## src/rtl/add_rs_param.sv

```systemverilog
// Integer add/sub reservation station: DEPTH entries snoop the CDB, the oldest
// ready entry feeds one ALU stage whose result is held until the CDB grant.
module add_rs_param #(
    parameter int DEPTH    = 4,
    parameter int DATA_W   = 32,
    parameter int TAG_W    = 5,
    parameter int TAG_BASE = 0
) (
    input  logic              clk,
    input  logic              rst,
    input  logic              in_flush,
    input  logic              in_issue_valid,
    output logic              out_issue_ready,
    output logic [TAG_W-1:0]  out_issue_tag,
    input  logic [5:0]        in_operator_type,
    input  logic [DATA_W-1:0] in_val_1,
    input  logic [DATA_W-1:0] in_val_2,
    input  logic [TAG_W-1:0]  in_tag_1,
    input  logic [TAG_W-1:0]  in_tag_2,
    input  logic [3:0]        in_icc_flags,
    input  logic [TAG_W-1:0]  in_icc_tag,
    input  logic              in_cdb_valid,
    input  logic [TAG_W-1:0]  in_cdb_tag,
    input  logic [DATA_W-1:0] in_cdb_val,
    input  logic              in_cdb_icc_valid,
    input  logic [3:0]        in_cdb_icc,
    output logic              out_cdb_req,
    input  logic              in_cdb_grant,
    output logic [TAG_W-1:0]  out_cdb_tag,
    output logic [DATA_W-1:0] out_cdb_val,
    output logic              out_cdb_icc_valid,
    output logic [3:0]        out_cdb_icc
);

    localparam int IW = (DEPTH > 1) ? $clog2(DEPTH) : 1;
    localparam logic [TAG_W-1:0] TAG_INV = {TAG_W{1'b1}};
    localparam logic [IW-1:0]    AGE_MAX = IW'(DEPTH - 1);

    typedef enum logic [1:0] {
        ST_FREE  = 2'd0,
        ST_WAIT  = 2'd1,
        ST_READY = 2'd2,
        ST_EXEC  = 2'd3
    } st_e;

    // op is kept as {cc, x, sub}; the other op3 bits are constant for supported ops
    st_e               st_q  [DEPTH];
    st_e               st_d  [DEPTH];
    logic [2:0]        op_q  [DEPTH];
    logic [2:0]        op_d  [DEPTH];
    logic [DATA_W-1:0] v1_q  [DEPTH];
    logic [DATA_W-1:0] v1_d  [DEPTH];
    logic [DATA_W-1:0] v2_q  [DEPTH];
    logic [DATA_W-1:0] v2_d  [DEPTH];
    logic [TAG_W-1:0]  t1_q  [DEPTH];
    logic [TAG_W-1:0]  t1_d  [DEPTH];
    logic [TAG_W-1:0]  t2_q  [DEPTH];
    logic [TAG_W-1:0]  t2_d  [DEPTH];
    logic [TAG_W-1:0]  ct_q  [DEPTH];
    logic [TAG_W-1:0]  ct_d  [DEPTH];
    logic              c_q   [DEPTH];
    logic              c_d   [DEPTH];
    logic [IW-1:0]     age_q [DEPTH];
    logic [IW-1:0]     age_d [DEPTH];

    logic              stg_vld_q;
    logic [IW-1:0]     stg_idx_q;
    logic [TAG_W-1:0]  stg_tag_q;
    logic [DATA_W-1:0] stg_val_q;
    logic              stg_iccv_q;
    logic [3:0]        stg_icc_q;

    logic              free_found_s;
    logic [IW-1:0]     free_idx_s;
    logic              sel_found_s;
    logic [IW-1:0]     sel_idx_s;
    logic [IW-1:0]     sel_age_s;
    logic              op_ok_s;
    logic              accept_s;
    logic              grant_s;
    logic              dispatch_s;
    logic [DATA_W+3:0] alu_s;
    logic [DATA_W-1:0] new_v1_s;
    logic [DATA_W-1:0] new_v2_s;
    logic [TAG_W-1:0]  new_t1_s;
    logic [TAG_W-1:0]  new_t2_s;
    logic [TAG_W-1:0]  new_ct_s;
    logic              new_c_s;
    logic              unused_icc_s;

    function automatic logic op_ok_f(input logic [5:0] op);
        return (op[5] == 1'b0) && (op[1:0] == 2'b00);
    endfunction

    // The INVALID tag never matches, even if something broadcasts it
    function automatic logic hit_f(input logic vld, input logic [TAG_W-1:0] bus_tag,
                                   input logic [TAG_W-1:0] tag);
        return vld && (tag == bus_tag) && (tag != TAG_INV);
    endfunction

    // Returns {N,Z,V,C, result}; borrow shows up as the extra top bit on subtract
    function automatic logic [DATA_W+3:0] alu_f(input logic [2:0] op, input logic [DATA_W-1:0] a,
                                                input logic [DATA_W-1:0] b, input logic cin);
        logic [DATA_W:0] r;
        logic [DATA_W:0] ci;
        logic            n;
        logic            z;
        logic            v;
        ci = {{DATA_W{1'b0}}, op[1] & cin};
        if (op[0]) begin
            r = {1'b0, a} - {1'b0, b} - ci;
            v = (a[DATA_W-1] != b[DATA_W-1]) && (r[DATA_W-1] != a[DATA_W-1]);
        end else begin
            r = {1'b0, a} + {1'b0, b} + ci;
            v = (a[DATA_W-1] == b[DATA_W-1]) && (r[DATA_W-1] != a[DATA_W-1]);
        end
        n = r[DATA_W-1];
        z = (r[DATA_W-1:0] == {DATA_W{1'b0}});
        return {n, z, v, r[DATA_W], r[DATA_W-1:0]};
    endfunction

    assign unused_icc_s = ^{in_icc_flags[3:1], in_cdb_icc[3:1]};

    // Lowest-index free entry
    always_comb begin
        free_found_s = 1'b0;
        free_idx_s   = {IW{1'b0}};
        for (int i = DEPTH - 1; i >= 0; i--) begin
            if (st_q[i] == ST_FREE) begin
                free_found_s = 1'b1;
                free_idx_s   = IW'(i);
            end else begin
                free_found_s = free_found_s;
            end
        end
    end

    // Oldest ready entry; strict compare keeps the lowest index on ties
    always_comb begin
        sel_found_s = 1'b0;
        sel_idx_s   = {IW{1'b0}};
        sel_age_s   = {IW{1'b0}};
        for (int i = 0; i < DEPTH; i++) begin
            if ((st_q[i] == ST_READY) && (!sel_found_s || (age_q[i] > sel_age_s))) begin
                sel_found_s = 1'b1;
                sel_idx_s   = IW'(i);
                sel_age_s   = age_q[i];
            end else begin
                sel_found_s = sel_found_s;
            end
        end
    end

    assign op_ok_s         = op_ok_f(in_operator_type);
    assign accept_s        = in_issue_valid && free_found_s && op_ok_s && !in_flush;
    assign grant_s         = stg_vld_q && in_cdb_grant;
    assign dispatch_s      = sel_found_s && (!stg_vld_q || in_cdb_grant) && !in_flush;
    assign alu_s           = alu_f(op_q[sel_idx_s], v1_q[sel_idx_s], v2_q[sel_idx_s], c_q[sel_idx_s]);
    assign out_issue_ready = free_found_s;
    assign out_issue_tag   = TAG_W'(TAG_BASE) + TAG_W'(free_idx_s);

    // Operands of the incoming op after the issue-time CDB bypass
    always_comb begin
        new_v1_s = in_val_1;
        new_t1_s = in_tag_1;
        new_v2_s = in_val_2;
        new_t2_s = in_tag_2;
        new_c_s  = 1'b0;
        new_ct_s = TAG_INV;
        if (hit_f(in_cdb_valid, in_cdb_tag, in_tag_1)) begin
            new_v1_s = in_cdb_val;
            new_t1_s = TAG_INV;
        end else begin
            new_v1_s = in_val_1;
        end
        if (hit_f(in_cdb_valid, in_cdb_tag, in_tag_2)) begin
            new_v2_s = in_cdb_val;
            new_t2_s = TAG_INV;
        end else begin
            new_v2_s = in_val_2;
        end
        if (!in_operator_type[3]) begin
            new_ct_s = TAG_INV;
        end else if (hit_f(in_cdb_icc_valid, in_cdb_tag, in_icc_tag)) begin
            new_c_s  = in_cdb_icc[0];
            new_ct_s = TAG_INV;
        end else begin
            new_c_s  = in_icc_flags[0];
            new_ct_s = in_icc_tag;
        end
    end

    // Per-entry next state: snoop, dispatch, grant release, capture, aging
    always_comb begin
        for (int i = 0; i < DEPTH; i++) begin
            st_d[i]  = st_q[i];
            op_d[i]  = op_q[i];
            v1_d[i]  = v1_q[i];
            v2_d[i]  = v2_q[i];
            t1_d[i]  = t1_q[i];
            t2_d[i]  = t2_q[i];
            ct_d[i]  = ct_q[i];
            c_d[i]   = c_q[i];
            age_d[i] = age_q[i];
            if (in_flush) begin
                st_d[i]  = ST_FREE;
                age_d[i] = {IW{1'b0}};
            end else begin
                if (accept_s && (st_q[i] != ST_FREE) && (age_q[i] != AGE_MAX)) begin
                    age_d[i] = age_q[i] + {{(IW-1){1'b0}}, 1'b1};
                end else begin
                    age_d[i] = age_q[i];
                end
                if (st_q[i] == ST_WAIT) begin
                    if (hit_f(in_cdb_valid, in_cdb_tag, t1_q[i])) begin
                        v1_d[i] = in_cdb_val;
                        t1_d[i] = TAG_INV;
                    end else begin
                        t1_d[i] = t1_q[i];
                    end
                    if (hit_f(in_cdb_valid, in_cdb_tag, t2_q[i])) begin
                        v2_d[i] = in_cdb_val;
                        t2_d[i] = TAG_INV;
                    end else begin
                        t2_d[i] = t2_q[i];
                    end
                    if (hit_f(in_cdb_icc_valid, in_cdb_tag, ct_q[i])) begin
                        c_d[i]  = in_cdb_icc[0];
                        ct_d[i] = TAG_INV;
                    end else begin
                        ct_d[i] = ct_q[i];
                    end
                    if ((t1_d[i] == TAG_INV) && (t2_d[i] == TAG_INV) && (ct_d[i] == TAG_INV)) begin
                        st_d[i] = ST_READY;
                    end else begin
                        st_d[i] = ST_WAIT;
                    end
                end else if (dispatch_s && (sel_idx_s == IW'(i))) begin
                    st_d[i] = ST_EXEC;
                end else if (grant_s && (stg_idx_q == IW'(i))) begin
                    st_d[i]  = ST_FREE;
                    age_d[i] = {IW{1'b0}};
                end else if (accept_s && (free_idx_s == IW'(i))) begin
                    op_d[i]  = {in_operator_type[4], in_operator_type[3], in_operator_type[2]};
                    v1_d[i]  = new_v1_s;
                    v2_d[i]  = new_v2_s;
                    t1_d[i]  = new_t1_s;
                    t2_d[i]  = new_t2_s;
                    ct_d[i]  = new_ct_s;
                    c_d[i]   = new_c_s;
                    age_d[i] = {IW{1'b0}};
                    if ((new_t1_s == TAG_INV) && (new_t2_s == TAG_INV) && (new_ct_s == TAG_INV)) begin
                        st_d[i] = ST_READY;
                    end else begin
                        st_d[i] = ST_WAIT;
                    end
                end else begin
                    st_d[i] = st_q[i];
                end
            end
        end
    end

    // Entry state registers
    always_ff @(posedge clk or posedge rst) begin
        if (rst) begin
            for (int i = 0; i < DEPTH; i++) begin
                st_q[i]  <= ST_FREE;
                op_q[i]  <= 3'b000;
                v1_q[i]  <= {DATA_W{1'b0}};
                v2_q[i]  <= {DATA_W{1'b0}};
                t1_q[i]  <= TAG_INV;
                t2_q[i]  <= TAG_INV;
                ct_q[i]  <= TAG_INV;
                c_q[i]   <= 1'b0;
                age_q[i] <= {IW{1'b0}};
            end
        end else begin
            for (int i = 0; i < DEPTH; i++) begin
                st_q[i]  <= st_d[i];
                op_q[i]  <= op_d[i];
                v1_q[i]  <= v1_d[i];
                v2_q[i]  <= v2_d[i];
                t1_q[i]  <= t1_d[i];
                t2_q[i]  <= t2_d[i];
                ct_q[i]  <= ct_d[i];
                c_q[i]   <= c_d[i];
                age_q[i] <= age_d[i];
            end
        end
    end

    // ALU result stage, held until granted
    always_ff @(posedge clk or posedge rst) begin
        if (rst) begin
            stg_vld_q  <= 1'b0;
            stg_idx_q  <= {IW{1'b0}};
            stg_tag_q  <= {TAG_W{1'b0}};
            stg_val_q  <= {DATA_W{1'b0}};
            stg_iccv_q <= 1'b0;
            stg_icc_q  <= 4'b0000;
        end else if (in_flush || (grant_s && !dispatch_s)) begin
            stg_vld_q  <= 1'b0;
            stg_idx_q  <= {IW{1'b0}};
            stg_tag_q  <= {TAG_W{1'b0}};
            stg_val_q  <= {DATA_W{1'b0}};
            stg_iccv_q <= 1'b0;
            stg_icc_q  <= 4'b0000;
        end else if (dispatch_s) begin
            stg_vld_q  <= 1'b1;
            stg_idx_q  <= sel_idx_s;
            stg_tag_q  <= TAG_W'(TAG_BASE) + TAG_W'(sel_idx_s);
            stg_val_q  <= alu_s[DATA_W-1:0];
            stg_iccv_q <= op_q[sel_idx_s][2];
            stg_icc_q  <= op_q[sel_idx_s][2] ? alu_s[DATA_W+3:DATA_W] : 4'b0000;
        end else begin
            stg_vld_q  <= stg_vld_q;
        end
    end

    assign out_cdb_req       = stg_vld_q;
    assign out_cdb_tag       = stg_tag_q;
    assign out_cdb_val       = stg_val_q;
    assign out_cdb_icc_valid = stg_iccv_q;
    assign out_cdb_icc       = stg_icc_q;

endmodule

```

## config.mk

```make
export PLATFORM = sky130hd
export DESIGN_NAME = add_rs_param
export DESIGN_NICKNAME = d
export VERILOG_FILES = /design/src/rtl/add_rs_param.sv
export SDC_FILE = /design/constraint.sdc
export NUM_CORES = 2
export LEC_CHECK = 0
export ABC_AREA = 0
export CORE_ASPECT_RATIO = 1.4
export CORE_MARGIN = 1
export CORE_UTILIZATION = 54
export CTS_CLUSTER_DIAMETER = 80
export DETAILED_ROUTE_END_ITERATION = 10
export GPL_TIMING_DRIVEN = 0
export MAX_ROUTING_LAYER = met4
export PLACE_DENSITY = 0.85
export SLEW_MARGIN = 30
export SYNTH_ARGS = -nofsm -noshare
export SYNTH_HDL_FRONTEND = slang
export SYNTH_SLANG_ARGS = --single-unit
```

## constraint.sdc

```tcl
create_clock -name clk -period 14.1 [get_ports clk]
set_input_delay 2.82 -clock clk [delete_from_list [all_inputs] [get_ports clk]]
set_output_delay 2.82 -clock clk [all_outputs]
set_load 0.03 [all_outputs]
```

==> results.md <==
- Die area: 0.0487 sq mm
- Root Buffer Master: clkbuf_16
- Slowest stage delay, CP: 650 ps
- Die Span Y: 261 um
- Gpl congestion: 1.01
- Clock skew: 20.2 ps
- Initial antenna violation count: 3
- Total vias in the final route: 23206
- Horiz. Die Dim: 187 um
- Initial DRC count: 2128
- Number of synthesized flops with an enable pin: 0
- Num ports: 186
- Synth Cell Area: about 0.026 sq mm
- Cts bufs inserted: 40
- Mapped Cells: 2886
- Worst EP arrival: between 10000 and 15000 ps
- HPWL after DPL: 60.8 mm
- Run status: completed
- Critical path's slowest cell: nor2_2
- Util after Layout: 62.8%
- Async S/R FF share, synth: 100%
- Unrepaired setup endpoints after global routing: false
- Rel. slew slack: 30.6%
- Register area share after synthesis: 37.9%
- Setup bufs post-CTS: 0
- Final net count: around 3300
- CTS resizes: 0
- Global route total overflow: 0
- Site Rows: between 90 and 100
- Synth Flop Type: dfrtp_1
- Layout fillers: approximately 3800
- Worst-Skew Late Latency: 570 ps
- Cts hold-fix bufs: 0
- Post-route ant nets: 0
- Port buffer count: 135
- Pre-antenna DRT Iters: 6
- Gr usage total: about a third
- Post-route clock period utilization: 81.7%
- Mean Syn Cell Area: 8.94 sq um
- Fin Hold WS: 473 ps
- Fmax: 86.9 MHz
- Core ar.: 0.0470 sq mm
- Critical path class: flip-flop to flip-flop
- Vias in the first global route: 23578
- Starting density of the core: 54.8%
- Synth unique cells: 97
- CTS tree: yes
- Crit end category: flip-flop
- Min Tclk post-route: 11510 ps
- First-pass GRT wire length: 127 mm
- Endpoints failing setup: 0
- Class of the worst hold path: flip-flop to flip-flop
- Fin. Hold Viols: 0
- Ys Warns: 0
- Area Overhead vs Synth: 14.6%
- Wire per inst: 21.8 um
- Clk sinks: 388
- Max FO, Critical Path: 11
- Drc violations: 0
- Maxcap violations: 0
- Routed wire length: about 81 mm
- Largest net degree at the start of global routing: 90
- Slew Limit Fails: 0
- Worst EP required: 14590 ps
- H-tree levels: 2
- Routed vias/inst: 6.22
- Crit path top cell by count: buf_2
- Clock buffer depth: 3
- Startpoint Class: flip-flop
- Share of cells above drive strength 1: about a tenth
- Clk pin slew, worst setup/hold paths: approximately 60 ps
- Slew @ Worst Pin: a little over 1000 ps
- Flops & latches, synth: 388
[routing by layer]
metal	GRT usage [%]	vias to the layer above	wire length, um
li1	-	10467	-
met1	37.3	11113	29800
met2	56.3	1216	38800
met3	6.33	410	6720
met4	24.4	0	6100
met5	-	-	0
[worst max-delay path, delay by kind of cell (launching register included)]
kind	cells	cell delay, ps
muxes	1	330
buffers and inverters	5	2360
DFF	1	440
xor gates and xnor gates	1	180
adders and majority gates	5	1870
and+or+nand+nor	14	3130
AOI/OAI and AO/OA	13	3040
[path summary, 6_finish.rpt]
kind / endpoint / cells after the start / start / slack [ps]
max in group asynchronous: v2_q[23]$_DFFE_PP0P_ / 5 / rst / 9850
setup reg to reg: out_cdb_icc[2]$_DFFE_PP0P_ / 39 / st_q[6]$_DFFE_PP0P_ / 2590
min in group asynchronous: v1_q[6]$_DFFE_PP0P_ / 2 / rst / 2680
hold / removal: out_cdb_icc_valid$_DFFE_PP0P_ / 2 / out_cdb_icc_valid$_DFFE_PP0P_ / 470
hold reg to reg: out_cdb_icc_valid$_DFFE_PP0P_ / 2 / out_cdb_icc_valid$_DFFE_PP0P_ / 470
setup / recovery: out_cdb_icc[2]$_DFFE_PP0P_ / 39 / st_q[6]$_DFFE_PP0P_ / 2590
[cells by family (layout without fill, tap and decap cells)]
logic type / count (synthesis) / count (layout) / synth area share [%]
other: 1 / 11 / 0.0145
adder cells (fa/ha/maj): 105 / 105 / 5.21
AND/OR/NAND/NOR: 849 / 849 / 14.8
XOR/XNOR: 130 / 130 / 4.41
flip-flops: 388 / 388 / 37.9
multiplexers: 409 / 409 / 16.1
AO/OA/AOI/OAI: 711 / 711 / 17.0
buffers and inverters: 293 / 505 / 4.57
[metrics by stage]
step,cells,setup TNS [ps],cell area [sq um],setup WS [ps]
3_5_place_dp,3654,0,28100,3030
5_1_grt,3730,0,29600,2180
3_3_place_gp,3650,-1300390,27900,-4000
2_1_floorplan,2891,0,25800,595
6_report,3732,0,29600,2590
4_1_cts,3727,0,29600,2960
[cell usage in the layout, fill, tap and decap left out, drive strengths merged, types with 48 or more instances in the layout]
master,n
nand3,48
xnor2,50
nand2,205
o21ai,147
ha,101
mux2i,368
dfrtp,328
a21oi,354
clkdlybuf4s50,135
xor2,80
dfstp,60
nor2,402
inv,92
buf,96
clkbuf,169
[final cells by class]
type	instances	area, sq um	share of cell area (%)
Multi-Input combinational cell	2210	14900	50.2
Sequential cell	388	9780	33.1
Timing Repair Buffer	139	1460	4.94
Clock buffer	59	1270	4.29
Buffer	202	841	2.84
Tap cell	624	781	2.64
Inverter	91	349	1.18
Clock inverter	14	218	0.736
Antenna cell	5	12.5	0.0423
[synthesized netlist by cell type (all sizes together), types with 5 or more instances]
cell / number / area share, %
a21o: 35 / 1.0
a22o: 11 / 0.37
o22ai: 5 / 0.12
a221oi: 5 / 0.26
nor2b: 19 / 0.52
o21a: 12 / 0.35
or3: 5 / 0.12
nand3: 48 / 0.95
nor2: 402 / 5.9
nand2: 205 / 3.0
dfstp: 60 / 6.1
o22a: 28 / 0.95
clkbuf: 110 / 1.6
o21bai: 8 / 0.23
dfrtp: 328 / 32
mux2: 41 / 1.8
mux2i: 368 / 14
buf: 92 / 1.6
o211ai: 12 / 0.46
a22oi: 9 / 0.26
a31oi: 14 / 0.39
and2: 7 / 0.18
nand2b: 15 / 0.37
ha: 101 / 4.9
and3: 22 / 0.53
o32a: 13 / 0.50
a21oi: 354 / 6.9
nor4: 20 / 0.57
nor3: 29 / 0.66
inv: 91 / 1.3
a211oi: 11 / 0.40
nand4: 21 / 0.51
o21ai: 147 / 2.9
xor2: 80 / 2.7
or2: 40 / 0.97
xnor2: 50 / 1.7
[flip-flops by register name, summed over array words and instances (netlist names)]
register,cells
v1_q,128
v2_q,128
out_cdb_val,32
ct_q,20
t1_q,20
t2_q,20
op_q,12
age_q,8
st_q,8
c_q,4
out_cdb_icc,4
out_cdb_tag,2
out_cdb_icc_valid,1
out_cdb_req,1
Power is not shown: default switching activity piles up to over one toggle a cycle in this logic, so the estimate is an artifact.
